**src/rtl/uart_rx_stream_decoder.sv**
```systemverilog
// 8N1 UART receiver for the MCU UART0 TXD tap: strips ESC command pairs,
// drives DEBUG_TESTER_ENABLE / EOT and queues plain characters in a FIFO.
module uart_rx_stream_decoder #(
   parameter int unsigned BAUDDIV    = 16,
   parameter int unsigned FIFO_DEPTH = 8,
   parameter int unsigned FIFO_AW    = 3
) (
   input  logic               CLK,
   input  logic               RST,
   input  logic               RXD,
   output logic [7:0]         RX_DATA,
   output logic               RX_VALID,
   input  logic               RX_READY,
   output logic [FIFO_AW:0]   FIFO_LEVEL,
   output logic               DEBUG_TESTER_ENABLE,
   output logic               EOT,
   output logic               FRAME_ERR,
   output logic               OVERRUN,
   output logic               CMD_ERR
);

   localparam logic [15:0] CNT_HALF   = 16'(BAUDDIV / 2 - 1);
   localparam logic [15:0] CNT_FULL   = 16'(BAUDDIV - 1);
   localparam logic [7:0]  CH_ESC     = 8'h1B;
   localparam logic [7:0]  CH_EOT     = 8'h04;
   localparam logic [7:0]  CH_DTE_ON  = 8'h11;
   localparam logic [7:0]  CH_DTE_OFF = 8'h12;

   typedef enum logic [2:0] {ST_IDLE, ST_START, ST_DATA, ST_STOP, ST_BREAK} rx_state_t;
   typedef enum logic {CMD_NORMAL, CMD_ESC} cmd_state_t;
   typedef logic [FIFO_AW:0] ptr_t;

   logic       rxd_meta;
   logic       rxd_s;
   rx_state_t  rx_state;
   logic [15:0] cnt;
   logic [2:0] bit_idx;
   logic [7:0] rx_byte;
   logic       byte_done;
   cmd_state_t cmd_state;

   logic [7:0] mem [FIFO_DEPTH];
   ptr_t       wr_ptr;
   ptr_t       rd_ptr;
   ptr_t       wr_next;
   ptr_t       rd_next;
   ptr_t       level_next;
   logic       push;
   logic       full;
   logic       do_push;
   logic       do_pop;
   logic       overrun_now;
   logic [7:0] head_next;

   // Synchroniser idles high so reset never looks like a start edge
   always_ff @(posedge CLK or posedge RST) begin
      if (RST) begin
         rxd_meta <= 1'b1;
         rxd_s    <= 1'b1;
      end else begin
         rxd_meta <= RXD;
         rxd_s    <= rxd_meta;
      end
   end

   always_ff @(posedge CLK or posedge RST) begin
      if (RST) begin
         rx_state  <= ST_IDLE;
         cnt       <= '0;
         bit_idx   <= '0;
         rx_byte   <= '0;
         byte_done <= 1'b0;
         FRAME_ERR <= 1'b0;
      end else begin
         byte_done <= 1'b0;
         FRAME_ERR <= 1'b0;
         case (rx_state)
            ST_IDLE: begin
               if (!rxd_s) begin
                  cnt      <= CNT_HALF;
                  rx_state <= ST_START;
               end
            end
            ST_START: begin
               if (cnt == '0) begin
                  if (rxd_s) begin
                     rx_state <= ST_IDLE;
                  end else begin
                     cnt      <= CNT_FULL;
                     bit_idx  <= '0;
                     rx_state <= ST_DATA;
                  end
               end else begin
                  cnt <= cnt - 16'd1;
               end
            end
            ST_DATA: begin
               if (cnt == '0) begin
                  rx_byte[bit_idx] <= rxd_s;
                  cnt              <= CNT_FULL;
                  if (bit_idx == 3'd7) rx_state <= ST_STOP;
                  else                 bit_idx  <= bit_idx + 3'd1;
               end else begin
                  cnt <= cnt - 16'd1;
               end
            end
            ST_STOP: begin
               if (cnt == '0) begin
                  if (rxd_s) begin
                     byte_done <= 1'b1;
                     rx_state  <= ST_IDLE;
                  end else begin
                     FRAME_ERR <= 1'b1;
                     rx_state  <= ST_BREAK;
                  end
               end else begin
                  cnt <= cnt - 16'd1;
               end
            end
            ST_BREAK: begin
               if (rxd_s) rx_state <= ST_IDLE;
            end
            default: rx_state <= ST_IDLE;
         endcase
      end
   end

   always_ff @(posedge CLK or posedge RST) begin
      if (RST) begin
         cmd_state           <= CMD_NORMAL;
         DEBUG_TESTER_ENABLE <= 1'b0;
         EOT                 <= 1'b0;
         CMD_ERR             <= 1'b0;
      end else begin
         EOT     <= 1'b0;
         CMD_ERR <= 1'b0;
         if (FRAME_ERR) begin
            cmd_state <= CMD_NORMAL;
         end else if (byte_done) begin
            case (cmd_state)
               CMD_NORMAL: begin
                  if (rx_byte == CH_ESC)      cmd_state <= CMD_ESC;
                  else if (rx_byte == CH_EOT) EOT       <= 1'b1;
               end
               CMD_ESC: begin
                  if (rx_byte != CH_ESC) cmd_state <= CMD_NORMAL;
                  if (rx_byte == CH_DTE_ON)       DEBUG_TESTER_ENABLE <= 1'b1;
                  else if (rx_byte == CH_DTE_OFF) DEBUG_TESTER_ENABLE <= 1'b0;
                  else if (rx_byte != CH_ESC)     CMD_ERR             <= 1'b1;
               end
               default: cmd_state <= CMD_NORMAL;
            endcase
         end
      end
   end

   assign push = byte_done && (cmd_state == CMD_NORMAL) && (rx_byte != CH_ESC);
   assign full = (wr_ptr[FIFO_AW] != rd_ptr[FIFO_AW]) &&
                 (wr_ptr[FIFO_AW-1:0] == rd_ptr[FIFO_AW-1:0]);

   // RX_DATA is registered, so the head after this edge is computed here,
   // bypassing the incoming byte when it lands in the new head slot.
   always_comb begin
      do_pop      = RX_VALID && RX_READY;
      do_push     = push && (!full || do_pop);
      overrun_now = push && full && !do_pop;
      wr_next     = wr_ptr + ptr_t'(do_push);
      rd_next     = rd_ptr + ptr_t'(do_pop);
      level_next  = wr_next - rd_next;
      head_next   = RX_DATA;
      if (level_next != '0) begin
         if (do_push && (wr_ptr[FIFO_AW-1:0] == rd_next[FIFO_AW-1:0]))
            head_next = rx_byte;
         else
            head_next = mem[rd_next[FIFO_AW-1:0]];
      end
   end

   always_ff @(posedge CLK) begin
      if (do_push) mem[wr_ptr[FIFO_AW-1:0]] <= rx_byte;
   end

   always_ff @(posedge CLK or posedge RST) begin
      if (RST) begin
         wr_ptr     <= '0;
         rd_ptr     <= '0;
         FIFO_LEVEL <= '0;
         RX_VALID   <= 1'b0;
         RX_DATA    <= '0;
         OVERRUN    <= 1'b0;
      end else begin
         wr_ptr     <= wr_next;
         rd_ptr     <= rd_next;
         FIFO_LEVEL <= level_next;
         RX_VALID   <= (level_next != '0);
         RX_DATA    <= head_next;
         OVERRUN    <= overrun_now;
      end
   end

endmodule

```
**config.mk**
```make
export PLATFORM = sky130hd
export DESIGN_NAME = uart_rx_stream_decoder
export DESIGN_NICKNAME = d
export VERILOG_FILES = /design/src/rtl/uart_rx_stream_decoder.sv
export SDC_FILE = /design/constraint.sdc
export NUM_CORES = 1
export LEC_CHECK = 0
export ABC_AREA = 0
export ABC_CLOCK_PERIOD_IN_PS = 4400
export BUFFER_PORTS_ARGS = -buffer_cell sky130_fd_sc_hd__buf_2
export CORE_ASPECT_RATIO = 1.2
export CORE_MARGIN = 2
export CORE_UTILIZATION = 35
export DETAILED_ROUTE_END_ITERATION = 7
export PLACE_DENSITY = 0.61
export REMOVE_ABC_BUFFERS = 1
export SYNTH_ARGS = -nofsm -noshare
export SYNTH_HDL_FRONTEND = slang
export SYNTH_SLANG_ARGS = --single-unit
```
**constraint.sdc**
```tcl
create_clock -name CLK -period 4.4 [get_ports CLK]
set_clock_uncertainty 0.05 [all_clocks]
set_input_delay 0.22 -clock CLK [delete_from_list [all_inputs] [get_ports CLK]]
set_output_delay 0.22 -clock CLK [all_outputs]
set_load 0.05 [all_outputs]
```
==> flow_summary.ini, run 1 <==
[synth]
synth_compound_area_frac = 0.0619
syn_area_per_cell_um2 = 14.3
mappedNetlistArea_mm2 = 0.00556
area_share_of_fa_ha_maj_cells_after_synthesis = 0.0261
yosys-top-cells-area = edfxtp_1, dfrtp_1, mux4_2
synth_async_sr_flop_share = 0.484
xor_xnor_share_of_the_synthesized_area = 0.0261
synth_top_area_cell = edfxtp_1
postSynthCellCount = 389
synthSimpleGateAreaFrac = 0.105
post_synth_mux_area_share = 0.138
number_of_synthesized_register_bits = 124
count_of_flip_flops_with_a_built_in_enable_after_synthesis = 64
synth_sequential_area_ratio = 0.616
synthDistinctLibCells = 57
post-synth-top-area-fraction = 0.346
synth_top_family_by_area = multiplexers
synth_warnings = 0
synthFlopType = edfxtp_1

[floorplan]
initial_core_util = 0.357
die_width_um = 119
row_count = 50
design.die.area_mm2 = 0.0169
core_area_mm2 = 0.0156
die_h_um = 142
design.portCount = 22

[worst_setup_path]
regToRegEndpoint = RX_DATA[1]
setup.worst_path.start_class = flip-flop
ff2ff_setup_slack_ns = 0.33
worst-setup-path-type = reg2reg
critical_path_required_ns = 4.65
worst-endpoint-arrival_ns = 4.31
cp-startpoint = rx_byte[5]
r2r_cells = 11
worstPathMaxFanout = 9
reg2reg_from = rx_byte[5]
endpoint_kind_of_the_worst_setup_timing_path = flip-flop

[run]
maxCapViolations = 0

[final_layout]
most_common_library_cell_in_the_layout_ignoring_fill_and_taps = edfxtp_1
layout.cells.most_common_list = edfxtp_1, dfrtp_1, nor2_1, nand2_1, buf_2
filler_cell_count = 1425
post_route_cells_drive_above_1_share = 0.256
sequential_cell_area_mm2 = 0.00343
multi_input_combinational_cell_area_mm2 = 0.00200
flow.area_growth_from_synthesis_pct = 17.9
antenna-diode-count = 0
design.final.nets = 443

[worst_hold_path]
holdCritPathClass = in2async

[clocking]
clk_transition_reported_paths_ns = 0.06
cts.sinks = 124
cts-buffers-inserted = 17
cts_tree = yes
cts_root_buffer = clkbuf_16
worst_skew_pair.late_latency_ns = 0.41
clock_path_buffers = 2
cts_max_level = 4

[timing]
slew_headroom = 0.330
tightest_slew_ns = 1.00
rsz0062_at_grt = false
hold_slack_ns = -0.0188
finalSetupTns_ns = 0
clock.fmax_mhz = 246
final_max_slew_viol_count = 0
finalCriticalPeriod_ns = 4.07
timing.final.setup_violations = 0
period_utilization_post_route = 0.925
finalHoldViolCount = 34

[routing]
antenna_left = 0
num_vias = 3313
first_pass_iters = 4
postRouteWirelength_mm = 11.4
viasPerCell = 5.10
drt-initial-drc-count = 282
wl_per_cell_um = 17.6
detail_route.drc_violations = 0

[grt]
grt_pass1_wl_mm = 18.9
globalRouteTotalUtil = 0.147
first_global_vias = 3595
grt_overflow = 0
antenna_found_initial = 0
pin_count_of_the_biggest_net_entering_global_routing = 61

[placement]
detailedPlacementHpwl_mm = 7.42
port_buffers = 21
place.gp.congestion = 0.767

[power]
max-vdd-ir-drop_v = 0.000269
post-layout-total-power_uw = 4460
leakagePower_uw = 0.00260
power_per_cell_area_mw_per_mm2 = 681

[status]
run_status = finished, violations left
violations = negative hold slack
-- metrics by stage --
stage	instances	worst slack (ns)	cell area (µm²)	utilization
3_5_place_dp	616	0.0509	5950	0.382
5_1_grt	649	0.149	6550	0.421
2_1_floorplan	372	0.301	5470	-
4_1_cts	649	0.0551	6550	0.420
6_report	649	0.331	6550	0.421
3_3_place_gp	616	0.112	5950	0.382
-- power breakdown --
part	internal [µW]	leakage [µW]	switching [µW]
registers	1390	0.00133	160
clock network	850	0.000280	513
logic	722	0.000990	825
-- worst max-delay path by stage --
| stage | to | slack [ns] | depth (start not counted) |
|---|---|---|---|
| detailed placement | RX_DATA[1] | 0.05 | 11 |
| global route | RX_DATA[1] | 0.15 | 11 |
| floorplan | RX_DATA[0] | 0.30 | 11 |
| CTS | RX_DATA[1] | 0.06 | 11 |
| global placement | RX_DATA[5] | 0.11 | 11 |
| finish | RX_DATA[1] | 0.33 | 11 |
-- cell usage after synthesis (2+ instances only) --
master and count:
o21ai_1 3, o21ai_0 5, clkbuf_1 10, mux2i_1 5, nand4_1 2, edfxtp_1 64, nand3_1 12, nor3b_1 4
xor2_1 6, a21oi_1 16, buf_4 3, mux2_4 8, a31oi_1 4, or4_1 3, ha_1 10, mux4_2 16
dfstp_2 2, a22o_1 3, nor2_1 24, mux2_1 13, a21o_1 4, o31ai_1 2, nor3_1 14, mux2_2 8
dfrtp_1 58, o311ai_0 3, inv_1 14, buf_6 2, nor2b_1 4, buf_2 2, o211ai_1 4, nand2b_1 5
xnor2_1 6, nand2_1 21, nor4_1 2, or3_1 6
-- state kept, by name (all words and copies together), names as in the netlist --
| signal | cells |
|---|---|
| byte_done | 1 |
| rxd_meta | 1 |
| OVERRUN | 1 |
| mem | 64 |
| rx_state | 3 |
| wr_ptr | 4 |
| cnt | 16 |
| bit_idx | 3 |
| RX_VALID | 1 |
| DEBUG_TESTER_ENABLE | 1 |
| rd_ptr | 4 |
| FRAME_ERR | 1 |
| RX_DATA | 8 |
| FIFO_LEVEL | 4 |
| cmd_state | 1 |
| CMD_ERR | 1 |
| rxd_s | 1 |
| EOT | 1 |
| rx_byte | 8 |
-- layer usage --
layer | global-route usage | vias to the layer above | wire length (µm)
li1 | - | 1551 | -
met1 | 0.167 | 1698 | 4860
met2 | 0.265 | 47 | 6070
met3 | 0.0429 | 17 | 349
met4 | 0.0470 | 0 | 144
met5 | 0 | - | 0
-- cell type report --
| cell class | instances | area share |
|---|---|---|
| sequential | 124 | 0.523 |
| multi-input combinational | 234 | 0.305 |
| tap | 208 | 0.0397 |
| timing repair buffer | 37 | 0.0348 |
| clock inverter | 13 | 0.0216 |
| inverter | 14 | 0.00802 |
| clock buffer | 19 | 0.0676 |
-- critical path: stages (launching register included) --
cell,delay (ns)
dfrtp_1,0.37
or3_1,0.43
o41ai_2,0.38
a31oi_2,0.12
ha_1,0.27
ha_1,0.33
ha_1,0.30
a21o_1,0.15
a21oi_1,0.14
xor3_1,0.43
or4_4,0.63
mux2_4,0.34
-- repair_timing --
item / in CTS / in global routing
setup buffers: 0 / 0
endpoints found under the hold margin: 1 / 0
hold buffers: 1 / 0
setup endpoints to repair: 0 / 8
gates resized for setup: 0 / 1
-- kinds of logic after synthesis --
group | count (synthesis)
DFF | 124
and+or+nand+nor | 108
AOI/OAI and AO/OA | 51
muxes | 50
buffers and inverters | 31
xor gates and xnor gates | 14
adders and majority gates | 11
Power figures use the tool's default switching activity.
==> run 2, diff against run 1 <==
--- a/config.mk
+++ b/config.mk
@@ -6,7 +6,7 @@
 export NUM_CORES = 1
 export LEC_CHECK = 0
 export ABC_AREA = 0
-export ABC_CLOCK_PERIOD_IN_PS = 4400
+export ABC_CLOCK_PERIOD_IN_PS = 4200
 export BUFFER_PORTS_ARGS = -buffer_cell sky130_fd_sc_hd__buf_2
 export CORE_ASPECT_RATIO = 1.2
 export CORE_MARGIN = 2
==> constraint.sdc (replaced) <==
create_clock -name CLK -period 4.2 [get_ports CLK]
set_clock_uncertainty 0.05 [all_clocks]
set_input_delay 0.21 -clock CLK [delete_from_list [all_inputs] [get_ports CLK]]
set_output_delay 0.21 -clock CLK [all_outputs]
set_load 0.05 [all_outputs]
==> flow_summary.ini, run 2 (synthesized netlist as in run 1, its figures left out) <==
[status]
run_status = completed

[timing]
tightest_slew_ns = 1.00
finalCriticalPeriod_ns = 4.08
finalHoldViolCount = 0
worst_slack_ns = 0.124
clock.fmax_mhz = 245
timing.final.setup_violations = 0
rsz0062_at_grt = false
slew_headroom = 0.329
period_utilization_post_route = 0.970
final_max_slew_viol_count = 0
finalSetupTns_ns = 0

[final_layout]
most_common_library_cell_in_the_layout_ignoring_fill_and_taps = edfxtp_1
antenna-diode-count = 0
design.final.nets = 448
flow.area_growth_from_synthesis_pct = 19.3
final_cells = 654
layout.cells.most_common_list = edfxtp_1, dfrtp_1, nor2_1, nand2_1, buf_2
post_route_cells_drive_above_1_share = 0.258
largest_reg_flops = 64
final_core_util = 0.426

[grt]
first_global_vias = 3395
grt_overflow = 0
grt_pass1_wl_mm = 18.1
antenna_found_initial = 0
globalRouteTotalUtil = 0.140
pin_count_of_the_biggest_net_entering_global_routing = 61

[clocking]
cts_root_buffer = clkbuf_16
cts_max_level = 4
clock_path_buffers = 2
postCtsSetupRepairBufs = 0
postcts_resize_cnt = 0
cts-buffers-inserted = 17
cts_tree = yes
worst_skew_pair.late_latency_ns = 0.42
cts.sinks = 124
clk_transition_reported_paths_ns = 0.06

[floorplan]
design.die.area_mm2 = 0.0169
die_h_um = 142
design.portCount = 22
row_count = 50
core_area_mm2 = 0.0156
initial_core_util = 0.357
die_width_um = 119

[worst_hold_path]
holdCritPathClass = in2reg
timing.hold.worst.start = RX_READY

[routing]
drt-initial-drc-count = 289
first_pass_iters = 4
postRouteWirelength_mm = 11.1
detail_route.drc_violations = 0
wl_per_cell_um = 17.0
num_vias = 3313
viasPerCell = 5.07
antenna_left = 0

[power]
seq_power_share = 0.339
comb_power_share = 0.333
post-layout-total-power_uw = 4780
p_sw_frac = 0.328
power.internal_uw = 3220
power_per_cell_area_mw_per_mm2 = 721
power_frac_clock = 0.328
leakagePower_uw = 0.00264
max-vdd-ir-drop_v = 0.000284
netSwitchingPower_uw = 1570

[placement]
detailedPlacementHpwl_mm = 7.26
place.gp.congestion = 0.802
dp.cells = 620
place_ws_ns = 0.0774
port_buffers = 21

[worst_setup_path]
cp-startpoint = rx_byte[5]
worst-setup-path-type = reg2reg
setup.worst_path.start_class = flip-flop
critical_path_required_ns = 4.45
endpoint_kind_of_the_worst_setup_timing_path = flip-flop
worstPathMaxFanout = 9
worst-endpoint-arrival_ns = 4.32
reg2reg_from = rx_byte[5]

[run]
maxCapViolations = 0
-- run 2: final cells by class --
type	count	area (µm²)
clock buffers	17	425
well taps	208	260
repair buffers	42	268
multi-input cells	234	1990
clock inverters	15	213
inverters	14	52.6
fillers	1401	8950
flip-flops and latches	124	3430
-- run 2: path summary, 6_finish.rpt --
kind                              end  slack, ns  cells past startpoint
min in group asynchronous      cnt[5]       0.51                      4
max in group asynchronous    RX_VALID       3.05                      4
setup / recovery           RX_DATA[6]       0.12                     12
hold / removal                OVERRUN       0.12                      4
setup reg to reg           RX_DATA[6]       0.12                     12
hold reg to reg                 rxd_s       0.31                      0
-- run 2: power by group through the flow --
stage	clock (µW)	sequential, µW	combinational [µW]
final	1570	1620	1590
after global routing	1650	1650	1740
after CTS	1600	1620	1630
after detailed placement	0	1640	1620
after global placement	0	1630	1590
after floorplan	0	1820	1060
-- run 2: metrics by stage --
| step | hold WS [ns] | cell area [µm²] |
|---|---|---|
| floorplan | 0.164 | 5470 |
| global placement | 0.276 | 5970 |
| detailed placement | 0.275 | 5970 |
| CTS | 0.0935 | 6630 |
| global route | 0.128 | 6630 |
| finish | 0.125 | 6630 |
-- run 2: critical path: stages (launching register included) --
cell and delay (ns):
dfrtp_1 0.37, or3_1 0.42, o41ai_2 0.39, a31oi_2 0.08, ha_1 0.26, ha_1 0.33, ha_1 0.30, a21o_1 0.16
a21oi_1 0.15, xor3_1 0.44, or4_1 0.48, buf_4 0.22, mux2_4 0.32
-- run 2: per-layer routing --
layer | global-route usage | wire (µm) | vias up
met5 | 0 | 0 | -
met4 | 0.0476 | 181 | 0
met3 | 0.0425 | 407 | 16
met2 | 0.243 | 5830 | 66
met1 | 0.166 | 4730 | 1673
li1 | - | - | 1558
-- run 2: what timing repair did --
action                                  CTS  global route
hold buffers                              2             0
endpoints found under the hold margin    21             0
endpoints found under the setup margin    0             0
==> run 3, diff against run 2 <==
--- a/config.mk
+++ b/config.mk
@@ -6,8 +6,9 @@
 export NUM_CORES = 1
 export LEC_CHECK = 0
 export ABC_AREA = 0
-export ABC_CLOCK_PERIOD_IN_PS = 4200
+export ABC_CLOCK_PERIOD_IN_PS = 5200
 export BUFFER_PORTS_ARGS = -buffer_cell sky130_fd_sc_hd__buf_2
+export CAP_MARGIN = 20
 export CORE_ASPECT_RATIO = 1.2
 export CORE_MARGIN = 2
 export CORE_UTILIZATION = 35
==> constraint.sdc (replaced) <==
create_clock -name CLK -period 5.2 [get_ports CLK]
set_clock_uncertainty 0.05 [all_clocks]
set_input_delay 0.26 -clock CLK [delete_from_list [all_inputs] [get_ports CLK]]
set_output_delay 0.26 -clock CLK [all_outputs]
set_load 0.05 [all_outputs]
==> flow_summary.ini, run 3 (synthesized netlist as in run 1, its figures left out) <==
[routing]
viasPerCell = 5.08
num_vias = 3238
postRouteWirelength_mm = 10.9
drt-initial-drc-count = 172
antenna_left = 0
wl_per_cell_um = 17.1
detail_route.drc_violations = 0
first_pass_iters = 4

[floorplan]
die_width_um = 119
row_count = 50
die_h_um = 142
core_area_mm2 = 0.0156
design.portCount = 22
initial_core_util = 0.357
design.die.area_mm2 = 0.0169

[placement]
place_ws_ns = 0.590
detailedPlacementHpwl_mm = 6.92
port_buffers = 21
place.gp.congestion = 0.749

[final_layout]
layout.cells.most_common_list = edfxtp_1, dfrtp_1, nor2_1, nand2_1, buf_2
design.final.nets = 432
flow.area_growth_from_synthesis_pct = 16.0
most_common_library_cell_in_the_layout_ignoring_fill_and_taps = edfxtp_1
largest_reg_flops = 64
antenna-diode-count = 0
post_route_cells_drive_above_1_share = 0.219

[run]
maxCapViolations = 0

[status]
run_status = completed

[worst_setup_path]
reg2reg_from = rx_byte[5]
worst-setup-path-type = reg2reg
cpMostUsedCell = ha_1
crit_slowest_cell = or4_1
ff2ff_setup_slack_ns = 0.65
worstPathMaxFanout = 11
critical_path_cell_list = or3_1, o41ai_2, a31oi_2, ha_1, ha_1, ha_1, a21o_1, a21oi_1, xor3_1, or4_1, mux2_4
setup.worst_path.start_class = flip-flop
r2r_cells = 11
critical_path_required_ns = 5.45
endpoint_kind_of_the_worst_setup_timing_path = flip-flop
regToRegEndpoint = RX_DATA[7]
largest_stage_delay_worst_path_ns = 0.81
worst-endpoint-arrival_ns = 4.80

[clocking]
postcts_resize_cnt = 0
cts-buffers-inserted = 17
cts_hold_buffers = 1
cts.sinks = 124
clock_path_buffers = 2
cts_max_level = 4
worst_skew_pair.late_latency_ns = 0.42
clk_transition_reported_paths_ns = 0.05
cts_root_buffer = clkbuf_16
postCtsSetupRepairBufs = 0
cts_tree = yes

[timing]
rsz0062_at_grt = false
finalCriticalPeriod_ns = 4.55
finalHoldViolCount = 0
timing.final.setup_violations = 0
period_utilization_post_route = 0.874
clock.fmax_mhz = 220
worst_slack_ns = 0.653
finalSetupTns_ns = 0
slew_headroom = 0.255
final_max_slew_viol_count = 0
tightest_slew_ns = 1.11

[power]
leakagePower_uw = 0.00254
max-vdd-ir-drop_v = 0.000264
power_per_cell_area_mw_per_mm2 = 579

[grt]
grt_overflow = 0
globalRouteTotalUtil = 0.138
grt_pass1_wl_mm = 17.6
antenna_found_initial = 0
pin_count_of_the_biggest_net_entering_global_routing = 61
first_global_vias = 3355

[worst_hold_path]
holdCritPathClass = in2async
run 3: where the power goes:
group	leakage [µW]	switching, µW	internal (µW)
clock	0.000274	403	744
combinational	0.000930	660	602
sequential	0.00133	147	1180
total	0.00254	1210	2520
run 3: worst max-delay path by stage:
stage | start | endpoint | slack (ns) | cells after the start
6_report | rx_byte[5] | RX_DATA[7] | 0.65 | 11
5_1_grt | rx_byte[5] | RX_DATA[6] | 0.43 | 11
4_1_cts | rx_byte[5] | RX_DATA[7] | 0.59 | 11
3_5_place_dp | rx_byte[5] | RX_DATA[7] | 0.59 | 11
3_3_place_gp | rx_byte[5] | RX_DATA[6] | 0.68 | 11
2_1_floorplan | rx_byte[5] | RX_DATA[0] | 1.10 | 11
run 3: critical path, delay by kind of cell, from the launching register on:
kind	cells	cell delay [ns]
flip-flops	1	0.47
multiplexers	1	0.41
AND/OR/NAND/NOR	2	1.27
AO/OA/AOI/OAI	4	0.91
adder cells (fa/ha/maj)	3	0.90
XOR/XNOR	1	0.43
run 3: metrics by stage:
step                utilization  power, µW  hold slack, ns  instances  cell area (µm²)
finish                    0.414       3730          0.0311        638             6450
CTS                       0.414       3770          0.0547        638             6450
global route              0.414       3930           0.117        638             6450
detailed placement        0.377       2620           0.298        605             5870
floorplan                     -       2330           0.214        372             5470
global placement          0.377       2600           0.298        605             5870
run 3: routing by layer:
layer  track usage  part of all wire  vias to the layer above
met4        0.0652             0.022                        0
li1              -                 -                     1528
met1         0.172              0.44                     1626
met5             0                 0                        -
met3        0.0349             0.034                       24
met2         0.228              0.50                       60
run 3: cell type report:
cell class / instances / area [µm²]
clock buffer: 22 / 444
clock inverter: 10 / 124
fill: 1401 / 9130
inverter: 14 / 52.6
multi-input combinational: 234 / 2000
sequential: 124 / 3430
tap: 208 / 260
timing repair buffer: 26 / 145
